<file path="config.mk">
export PLATFORM = sky130hd
export DESIGN_NAME = ign_dwell_ctrl
export DESIGN_NICKNAME = d
export VERILOG_FILES = /design/src/rtl/ign_dwell_ctrl.sv
export SDC_FILE = /design/constraint.sdc
export NUM_CORES = 1
export LEC_CHECK = 0
export BUFFER_PORTS_ARGS = -buffer_cell sky130_fd_sc_hd__clkbuf_2
export CORE_ASPECT_RATIO = 0.7
export CORE_MARGIN = 1
export CORE_UTILIZATION = 55
export CTS_CLUSTER_DIAMETER = 200
export DETAILED_ROUTE_END_ITERATION = 10
export GPL_ROUTABILITY_DRIVEN = 0
export PLACE_DENSITY = 0.81
export SYNTH_ARGS = -nofsm -noshare
export SYNTH_HDL_FRONTEND = slang
export SYNTH_SLANG_ARGS = --single-unit
</file>
<file path="constraint.sdc">
create_clock -name clk -period 2.6 [get_ports clk]
set_input_delay 0.52 -clock clk [delete_from_list [all_inputs] [get_ports clk]]
set_output_delay 0.52 -clock clk [all_outputs]
set_load 0.005 [all_outputs]
</file>
<file path="src/rtl/ign_dwell_ctrl.sv">
// ign_dwell_ctrl: per-cylinder ignition coil driver.
// Charges the coil from a dwell-start angle to a spark angle, with a hard
// maximum dwell time, a minimum coil-off hold-off and a sticky timeout fault.
// Optional feature macro IGN_DWELL_MEAS_EN adds the dwell_meas output, which
// reports the coil-on clock count of the last completed dwell.
module ign_dwell_ctrl #(
   parameter int ANGLE_WIDTH = 24,
   parameter int TIMER_WIDTH = 24
) (
   input  logic                   clk,
   input  logic                   rst,
   input  logic                   hwag_start,
   input  logic [ANGLE_WIDTH-1:0] angle,
   input  logic                   angle_ena,
   input  logic                   ena,
   input  logic [ANGLE_WIDTH-1:0] dwell_angle,
   input  logic [ANGLE_WIDTH-1:0] spark_angle,
   input  logic [TIMER_WIDTH-1:0] max_dwell,
   input  logic [TIMER_WIDTH-1:0] min_off,
   input  logic                   fault_clr,
   output logic                   coil_out,
   output logic                   spark_strobe,
   output logic                   fault
`ifdef IGN_DWELL_MEAS_EN
   ,
   output logic [TIMER_WIDTH-1:0] dwell_meas
`endif
);

   typedef enum logic [1:0] {
      ST_IDLE    = 2'd0,
      ST_ARMED   = 2'd1,
      ST_DWELL   = 2'd2,
      ST_HOLDOFF = 2'd3
   } state_t;

   localparam logic [TIMER_WIDTH-1:0] TMR_ZERO = '0;
   localparam logic [TIMER_WIDTH-1:0] TMR_ONE  = {{(TIMER_WIDTH-1){1'b0}}, 1'b1};

   // Saturating increment: timers stick at all-ones instead of wrapping.
   function automatic logic [TIMER_WIDTH-1:0] sat_inc(input logic [TIMER_WIDTH-1:0] v);
      return (&v) ? v : v + TMR_ONE;
   endfunction

   state_t                 state_q, state_nxt;
   logic [ANGLE_WIDTH-1:0] dwell_sh, spark_sh;
   logic [TIMER_WIDTH-1:0] dwell_tmr, off_tmr;
   logic                   sync_ok, dwell_hit, spark_hit, timeout;
   logic                   start_dwell, release_ev, timeout_ev;
   logic                   coil_nxt, strobe_nxt, fault_nxt;

   assign sync_ok   = hwag_start & ena;
   assign dwell_hit = angle_ena && (angle == dwell_sh);
   assign spark_hit = angle_ena && (angle == spark_sh);
   assign timeout   = (max_dwell != TMR_ZERO) && (dwell_tmr == max_dwell);

   // State register and registered outputs.
   always_ff @(posedge clk or negedge rst) begin
      if (!rst) begin
         state_q      <= ST_IDLE;
         coil_out     <= 1'b0;
         spark_strobe <= 1'b0;
         fault        <= 1'b0;
      end else begin
         state_q      <= state_nxt;
         coil_out     <= coil_nxt;
         spark_strobe <= strobe_nxt;
         fault        <= fault_nxt;
      end
   end

   // Next-state decode; sync loss or disable overrides every other transition.
   always_comb begin
      state_nxt   = state_q;
      start_dwell = 1'b0;
      release_ev  = 1'b0;
      timeout_ev  = 1'b0;
      if (!sync_ok) begin
         state_nxt  = ST_IDLE;
         release_ev = (state_q == ST_DWELL);
      end else begin
         case (state_q)
            ST_IDLE: state_nxt = ST_ARMED;
            ST_ARMED: begin
               // A zero-length dwell (dwell == spark) is skipped entirely.
               if (dwell_hit && (dwell_sh != spark_sh)) begin
                  state_nxt   = ST_DWELL;
                  start_dwell = 1'b1;
               end
            end
            ST_DWELL: begin
               // Spark match has priority so a coincident timeout is not a fault.
               if (spark_hit) begin
                  state_nxt  = ST_HOLDOFF;
                  release_ev = 1'b1;
               end else if (timeout) begin
                  state_nxt  = ST_HOLDOFF;
                  release_ev = 1'b1;
                  timeout_ev = 1'b1;
               end
            end
            ST_HOLDOFF: begin
               if (off_tmr == min_off) state_nxt = ST_ARMED;
            end
            default: state_nxt = ST_IDLE;
         endcase
      end
   end

   // Output decode; a new timeout beats a simultaneous fault_clr.
   always_comb begin
      coil_nxt   = coil_out;
      strobe_nxt = 1'b0;
      fault_nxt  = fault;
      if (start_dwell) coil_nxt = 1'b1;
      if (release_ev) begin
         coil_nxt   = 1'b0;
         strobe_nxt = 1'b1;
      end
      if (timeout_ev)     fault_nxt = 1'b1;
      else if (fault_clr) fault_nxt = 1'b0;
   end

   // Angle shadows (frozen during dwell) and the dwell / hold-off timers.
   always_ff @(posedge clk or negedge rst) begin
      if (!rst) begin
         dwell_sh  <= '0;
         spark_sh  <= '0;
         dwell_tmr <= '0;
         off_tmr   <= '0;
      end else begin
         if (state_q != ST_DWELL) begin
            dwell_sh <= dwell_angle;
            spark_sh <= spark_angle;
         end
         if (start_dwell)                dwell_tmr <= TMR_ZERO;
         else if (state_q == ST_DWELL)   dwell_tmr <= sat_inc(dwell_tmr);
         if ((state_nxt == ST_HOLDOFF) && (state_q != ST_HOLDOFF))
            off_tmr <= TMR_ZERO;
         else if (state_q == ST_HOLDOFF)
            off_tmr <= sat_inc(off_tmr);
      end
   end

`ifdef IGN_DWELL_MEAS_EN
   // Capture coil-on clocks on every release; the timer lags the coil by one clk.
   always_ff @(posedge clk or negedge rst) begin
      if (!rst) dwell_meas <= '0;
      else if (release_ev) dwell_meas <= sat_inc(dwell_tmr);
   end
`endif

endmodule

</file>
After elaboration in Yosys (flattened, before gate mapping)
Cells that the tools add are included.

word-level totals
  register bits = 101
  bits in latches = 0
  RAM bits = 0
  memory bits (read-only) = 0
  bits of input ports = 126
  logic and storage cells = 66
  memories = 0

operators by class
  add/subtract/negate cells = 2
  $mul = 0
  divide/modulo/power cells = 0
  $lt $le $gt $ge = 0
  eq/ne operators = 13
  shift-type cells = 0
  mux-type cells = 27
  bitwise logic cells = 1
  reductions and logical operators = 15

operators by type and width
  operator                                                                number
  24-bit two-way mux                                                      6
  24-bit equality test                                                    4
  24-bit by 1-bit adder with 24-bit output (second input constant)        2
  24-bit AND reduction                                                    2
  24-bit != test                                                          1
  24-bit nonzero test                                                     1
  1-bit two-way mux                                                       15
  2-bit two-way mux                                                       5
  2-bit != test (second input constant)                                   4
  2-bit one-hot mux with 4 select lines                                   1
  2-bit nonzero test                                                      4
  2-bit equality test (second input constant)                             3
  1-bit logical AND                                                       5
  2-bit AND reduction                                                     2
  2-bit by 1-bit equality test with 1-bit output (second input constant)  1
  2-bit zero test                                                         1
  1-bit AND                                                               1

Logic depth before layout (Yosys ltp)
Gate-level depths: netlist of the first run.

  depth in word-level cells = 10
  gate-level depth with buffers = 8
  mapped depth without buffers = 7

Least setup slack after synthesis of the first run
Ideal clock, no wire load.

  path kind = input to register
  start = in angle[12]
  end = reg off_tmr[13]
  library setup time = 0.132 ns
  arrival = 2.063 ns
  setup slack = 0.405 ns
  cell stages on the path = 7
  path through = xor2_1 nor4_1 nand3_1 nor4_1 o21a_1 clkbuf_1 nor2_1

on the way
  word-level cells in the longest chain between the ends = 10
  elaborated cells between the ends (all ways) = 15

ends and longest elaborated chain
  what                                                                         RTL line  text
  from (decl)                                                                  13        input logic [ANGLE_WIDTH-1:0] angle,
  24-bit equality test                                                         53        assign dwell_hit = angle_ena && (angle == dwell_sh);
  1-bit logical AND                                                            53
  1-bit logical AND                                                            86        if (dwell_hit && (dwell_sh != spark_sh)) begin
  2-bit two-way mux                                                            86
  2-bit one-hot mux with 4 select lines *                                      82        case (state_q)
  2-bit two-way mux *                                                          78        if (!sync_ok) begin
  2-bit equality test *                                                        138       if ((state_nxt == ST_HOLDOFF) && (state_q != ST_HOLDOFF))
  1-bit logical AND *                                                          138
  2-bit != test (no source line) / 2-bit nonzero test (equally long branches)  -
  2-bit AND reduction (no source line)                                         -
  to (signal assigned)                                                         141       off_tmr <= sat_inc(off_tmr);
  to (decl)                                                                    47        logic [TIMER_WIDTH-1:0] dwell_tmr, off_tmr;

Every way passes the cells marked *; elsewhere a longest branch is shown, timed or not.
A chain may end at the register's enable or synchronous reset.

Final worst setup path of the first run
  start = reg dwell_tmr[3]
  end = reg dwell_tmr[21]

on the way
  word-level cells in the longest chain between the ends = 4
  elaborated cells between the ends (all ways) = 7

ends and longest elaborated chain
  what                                      RTL line  text
  from (decl)                               47
  from (signal assigned)                    137       else if (state_q == ST_DWELL) dwell_tmr <= sat_inc(dwell_tmr);
  24-bit by 1-bit adder with 24-bit output  42        return (&v) ? v : v + TMR_ONE;
  24-bit two-way mux                        42
  24-bit two-way mux                        137
  24-bit two-way mux                        136       if (start_dwell) dwell_tmr <= TMR_ZERO;

Parallel ways exist; a longest one is shown, timed or not. The select of a mux whose other input is x is not followed.

==> metrics, run 1 <==
failing checks design-rule violations; worst skew pair latency about 340 ps; Ports ~130; largest net degree at the start of global routing 102; DP HPWL between 10000 and 15000 um; Tot GR Track Use 0.278; Critical R2R Launch dwell_tmr[3]$_DFFE_PN0P_; vias post-DR ~5000; CP Buf/Inv Count 0; first-pass GRT wire length ~24000 um; Util after Layout 0.671; number of global-route vias before repair approximately 4800; Cell variety after synth 39; Cell Rows 31; endpoint class of the critical path flip-flop; CTS Root Cell clkbuf_16; adder-cell share of the synthesized area 0.00429; Iteration-0 DRC Markers between 500 and 600; Compound-Gate Fraction of Synth Area 0.0212; Worst Hold Class input port to asynchronous set/reset pin; post-CTS sizing 0; Async SR Flop Fraction 1.00; Max stage delay cell, worst path or4_1; main combinational cell family by area after synthesis simple AND/OR/NAND/NOR gates; # hold bufs at CTS 0; CP Cell Sequence and4_1 > and3_4 > nand3_2 > or4_1 > or3_1 > a21oi_1; total power between 3 and 4 mW; net count after synthesis between 700 and 800; Tcrit/Tclk final 0.903; initial antenna violation count 0; Initial DRT Pass Iterations 9; Initial Util 0.566; fin. max-slew vios 0; post-synthesis sequential area ratio 0.433; endpoints failing hold 0; Critical Path Source dwell_tmr[3]$_DFFE_PN0P_; Post-synth EDFFs 0; # Post-CTS Setup Buffers 0; Die X-Extent 125 um; Post-Route WL roughly 15000 um; Worst Path Arrival approximately 2600 ps; wire length per cell approximately 16 um; H-tree levels 3; Die ar. 0.0110 sq mm; Clock Tree Buf Depth 2; Lkg Pwr just over 3 nW; clk slew on worst S/H paths roughly 70 ps; critical path data required time ~2900 ps; CP max FO 9; FF-to-FF setup slack roughly 250 ps; simple-gate share of the synthesized area 0.280; critical path launch point type flip-flop; CTS tree done; cell with the most instances after synthesis nand2_1; crit-path leading delay family simple AND/OR/NAND/NOR gates; Worst slew margin 0.575; area leader, netlist dfrtp_1; Die H 88.2 um; Via density between 5 and 6; Post-Syn Area per Cell between 8 and 9 sq um; Post-Synth XOR/XNOR Area 0.242; outcome complete, but fails checks; Area Growth Syn to Fin 18.6%; core box area between 0.01 and 0.015 sq mm; Worst VDD drop ~330 uV; n_diodes 0; Synth Register Bits between 100 and 150; FILL cells 842; number of routed nets with antenna violations 0; mux cell area share after synthesis 0.00171; number of buffers added on ports around 130; RSZ-0062 raised after global routing false; top post-synthesis cells by count 165 x nand2_1, 101 x dfrtp_1, 93 x xor2_1; synthesized area between 0.005 and 0.006 sq mm; # DRC 12; fin crit period roughly 2300 ps; Final setup violation count 0; Max Cap Violations 0; clk sinks 101; R2R cell count 6; grt total ovfl 0; Nets roughly 910; synth top area cells dfrtp_1 43%, xor2_1 14%, nand2_1 11%; Crit Path Category flip-flop to flip-flop; Worst R2R End dwell_tmr[21]$_DFFE_PN0P_; main flop type after synthesis dfrtp_1; Total Neg Setup Slack 0 ps; FMAX 426 MHz; Mapped Cells 660; layout cells sized above 1 0.202; pwr/cell area roughly 470 mW/mm^2; Worst Skew approximately 7.6 ps; share of the synthesized area in the top cell type 0.433; Synthesis Warnings 0; Num CTS Buffers 9; slowest stage delay, CP 670 ps; Worst-Margin Slew 636 ps
==> how the worst max path moves through the flow <==
stage | to | slack [ps] | cells after the start
final | dwell_tmr[21]$_DFFE_PN0P_ | 250 | 6
after global routing | dwell_tmr[21]$_DFFE_PN0P_ | 110 | 6
after CTS | dwell_tmr[21]$_DFFE_PN0P_ | 270 | 6
after detailed placement | off_tmr[3]$_DFFE_PN0P_ | 270 | 9
after global placement | off_tmr[8]$_DFFE_PN0P_ | 290 | 9
after floorplan | off_tmr[13]$_DFFE_PN0P_ | 410 | 7
==> cells by family (layout without fill, tap and decap cells) <==
group | Yosys count | after routing
adder cells (fa/ha/maj) | 2 | 2
buffers and inverters | 27 | 155
AND/OR/NAND/NOR | 348 | 348
multiplexers | 1 | 1
flip-flops | 101 | 101
AO/OA/AOI/OAI | 20 | 20
XOR/XNOR | 161 | 161
==> power breakdown <==
| group | switching, mW | internal (mW) | total, mW |
|---|---|---|---|
| Combinational | 0.175 | 0.170 | 0.344 |
| Clock | 0.593 | 0.648 | 1.24 |
| Sequential | 0.0499 | 1.61 | 1.66 |
| Total | 0.818 | 2.43 | 3.24 |
==> registers in the layout, indices dropped and copies added, names as in the netlist <==
| signal | count |
|---|---|
| dwell_tmr | 24 |
| spark_strobe | 1 |
| fault | 1 |
| off_tmr | 24 |
| coil_out | 1 |
| spark_sh | 24 |
| dwell_sh | 24 |
| state_q | 2 |
==> stage by stage <==
stage | instances | setup slack, ps | hold slack, ps | cell area (sq um)
after floorplan | 660 | 405 | 224 | 5840
after global placement | 905 | 285 | 502 | 6660
after detailed placement | 905 | 275 | 498 | 6660
after CTS | 920 | 271 | 257 | 6930
after global routing | 920 | 107 | 272 | 6930
final | 920 | 253 | 226 | 6930
==> worst reg2reg max path: cells and delay by family (launching register included) <==
family / cells / cell delay (ps)
DFF: 1 / 480
AOI/OAI and AO/OA: 1 / 160
and+or+nand+nor: 5 / 1640
==> routing by layer <==
metal,routed length [um],track usage
met1,6980,0.403
met4,231,0.0665
met3,1030,0.0562
met5,0,0
met2,6410,0.430
==> cells in the final DEF, fill, tap and decap left out, types with 2 or more instances in the layout <==
cell / n
nand2_1: 165
clkbuf_2: 127
dfrtp_1: 101
xor2_1: 93
xnor2_1: 68
nor2_1: 54
nor4_1: 32
nand4_1: 30
nand3_1: 19
nor3_1: 14
clkbuf_16: 9
a21oi_1: 8
and3_1: 8
buf_4: 8
or3_1: 5
and4_1: 5
o21ai_0: 4
inv_1: 3
or4_1: 3
or2_2: 2
nor3b_1: 2
ha_1: 2
clkinvlp_4: 2
buf_12: 2
==> area by class of cell <==
| cell class | count | area, sq um | area share |
|---|---|---|---|
| clock buffer | 10 | 229 | 0.0331 |
| clock inverter | 5 | 37.5 | 0.00542 |
| inverter | 3 | 11.3 | 0.00163 |
| multi-input combinational | 532 | 3220 | 0.465 |
| sequential | 101 | 2530 | 0.365 |
| tap | 132 | 165 | 0.0238 |
| timing repair buffer | 137 | 736 | 0.106 |
Note: power is estimated with default switching activity, not from simulation.
==> inputs of run 2 (changes only) <==
- ABC_AREA: unset -> 1
- CTS_CLUSTER_SIZE: unset -> 28
- PLACE_DENSITY: 0.81 -> 0.79
==> run 2 against run 1 <==
  * Critical endpoint is now off_tmr[8]$_DFFE_PN0P_
  * Critical path depth is 5 higher
  * Synthesized cell count increased by 53%
  * The flow now finishes without violations
  * Highest routed layer unchanged
  * Core utilization down 0.87 points
==> metrics, run 2 <==
vias post-DR 6547 (+30%); critical path launch point type flip-flop; Worst-Margin Slew 579 ps (-57.3 ps); Area Growth Syn to Fin 16.9%; synth top area cells dfrtp_1 38%, nand2_1 20%, inv_1 7.8%; Tot GR Track Use 0.284 (+0.00604); number of global-route vias before repair 5850 (+22%); Worst Hold Class input port to asynchronous set/reset pin; Die ar. 0.0126 sq mm (+14%); Synthesis Warnings 0 (unchanged); Post-Syn Area per Cell 6.60 sq um (-25%); area leader, netlist dfrtp_1; Max stage delay cell, worst path dfrtp_1; n_diodes 0 (unchanged); Cell Rows 33 (+6.5%); Worst VDD drop 369 uV (+12%); final non-filler cell area 0.00780 sq mm (+13%); largest net degree at the start of global routing 96 (-5.9%); crit-path leading delay family simple AND/OR/NAND/NOR gates; post-synthesis sequential area ratio 0.379 (-0.0539); critical path data required time 2820 ps (-50 ps); Worst Path Arrival 2460 ps (-150 ps); Num CTS Buffers 9 (unchanged); # Post-CTS Setup Buffers 0 (unchanged); # DRC 0 (-12); post-CTS sizing 0 (unchanged); Initial Util 0.567 (+0.000870); DP HPWL 13000 um (+16%); Nets 1267 (+39%); Worst slew margin 0.614 (+0.0392); CP Cell Sequence inv_1 > nand2_1 > nand2_1 > nor2_1 > nand2_1 > nor2_1 > nand3_1 > a21oi_1 > nand4_1 > inv_2 > nor2_1; clk slew on worst S/H paths 70 ps (about the same); top post-synthesis cells by count 356 x nand2_1, 138 x inv_1, 134 x nor2_1; CP max FO 18 (+9); initial antenna violation count 0 (unchanged); synthesized area 0.00667 sq mm (+14%); Post-synth EDFFs 0 (unchanged); endpoints failing hold 0 (unchanged); Cell Count, Final, Fillers Out 1300 (+41%); FF-to-FF setup slack 360 ps (+110 ps); wire length per cell 13.0 um (-19%); commonest non-fill, non-tap cell in the layout nand2_1; Clock Tree Buf Depth 2 (unchanged); most frequent cells in the layout 356 x nand2_1, 137 x inv_1, 134 x nor2_1; Tcrit/Tclk final 0.861 (-0.0418); Synth Register Bits 101 (unchanged); Compound-Gate Fraction of Synth Area 0.0771 (+0.0559); Post-Synth XOR/XNOR Area 0.0841 (-0.157); mux cell area share after synthesis 0 (-0.00171); share of the synthesized area in the top cell type 0.379 (-0.0539); core box area 0.0118 sq mm (+14%); Lkg Pwr 4.36 nW (+42%); H-tree levels 3 (unchanged); net count after synthesis 1138 (+44%); Mapped Cells 1010 (+53%); layout cells sized above 1 0.151 (-0.0504); Via density 5.04 (-7.9%); outcome completed; Util after Layout 0.663 (-0.00873); number of routed nets with antenna violations 0 (unchanged); Iteration-0 DRC Markers 560 (+10%); simple-gate share of the synthesized area 0.364 (+0.0837); Placed Area 0.00750 sq mm (+13%); Die X-Extent 134 um (+6.8%); clk sinks 101 (unchanged); DP Cell Count 1285 (+42%); Crit Path Category flip-flop to flip-flop; RSZ-0062 raised after global routing false; Max Cap Violations 0 (unchanged); FMAX 447 MHz (+4.9%); Total Neg Setup Slack 0 ps (unchanged); CP Buf/Inv Count 2 (+2); pwr/cell area 450 mW/mm^2 (-3.8%); CTS Root Cell clkbuf_16; # hold bufs at CTS 0 (unchanged); first-pass GRT wire length 28000 um (+18%); Async SR Flop Fraction 1.00 (unchanged); main flop type after synthesis dfrtp_1; number of buffers added on ports 128 (unchanged); fin. max-slew vios 0 (unchanged); worst skew pair latency 340 ps (about the same); Cell variety after synth 35 (-10%); Post-Route WL 16800 um (+15%); Final setup violation count 0 (unchanged); endpoint class of the critical path flip-flop; Die H 94.1 um (+6.7%); CTS tree done; adder-cell share of the synthesized area 0.00375 (-0.000534); final hold slack 172 ps (-54.0 ps); cell with the most instances after synthesis nand2_1; main combinational cell family by area after synthesis simple AND/OR/NAND/NOR gates; Worst Skew 6.33 ps (-1.22 ps); slowest stage delay, CP 380 ps (-290 ps); Initial DRT Pass Iterations 7 (-2); fin crit period 2240 ps (-109 ps); grt total ovfl 0 (unchanged); Ports 129 (unchanged)
run 2: worst paths after layout:
path / from / to / cells past startpoint
setup / recovery: spark_sh[2]$_DFFE_PN0N_ / off_tmr[8]$_DFFE_PN0P_ / 11
hold / removal: rst / spark_sh[2]$_DFFE_PN0N_ / 1
setup reg to reg: spark_sh[2]$_DFFE_PN0N_ / off_tmr[8]$_DFFE_PN0P_ / 11
hold reg to reg: fault$_DFFE_PN0P_ / fault$_DFFE_PN0P_ / 2
max in group asynchronous: rst / fault$_DFFE_PN0P_ / 2
min in group clk: fault_clr / fault$_DFFE_PN0P_ / 2
run 2: layer usage:
metal,GRT usage,share of wire,up-vias
li1,-,-,3382
met1,0.425,0.51,2939
met2,0.426,0.42,203
met3,0.0518,0.065,23
met4,0.0587,0.013,0
met5,0,0,-
run 2: through the flow:
step | worst slack, ps | total power [mW]
floorplan | 767 | 1.94
global placement | 389 | 2.15
detailed placement | 339 | 2.16
CTS | 426 | 3.53
global route | 143 | 3.67
finish | 362 | 3.51
run 2: report_power, final:
group	switching [mW]	internal, mW
Combinational	0.261	0.200
Clock	0.584	0.795
Sequential	0.0513	1.62
run 2: worst reg2reg max path, cell delays in order (launching register included):
cell     delay, ps
dfrtp_1        380
inv_1           80
nand2_1         60
nand2_1         50
nor2_1         120
nand2_1         60
nor2_1         230
nand3_1        180
a21oi_1        300
nand4_1        240
inv_2          330
nor2_1         100
run 2: cells by family (layout without fill, tap and decap cells):
logic type | Yosys count | in the layout
compound gates | 98 | 98
xor+xnor | 64 | 64
fa+ha+maj | 2 | 2
buf+inv | 158 | 291
flops | 101 | 101
simple gates | 587 | 587
run 2: final cells by class:
class                      count  area, sq um
tap                          157          196
fill                        1095         3970
sequential                   101         2530
multi-input combinational    751         3530
clock buffer                  12          256
inverter                     143          539
timing repair buffer         133          706
clock inverter                 3         45.0
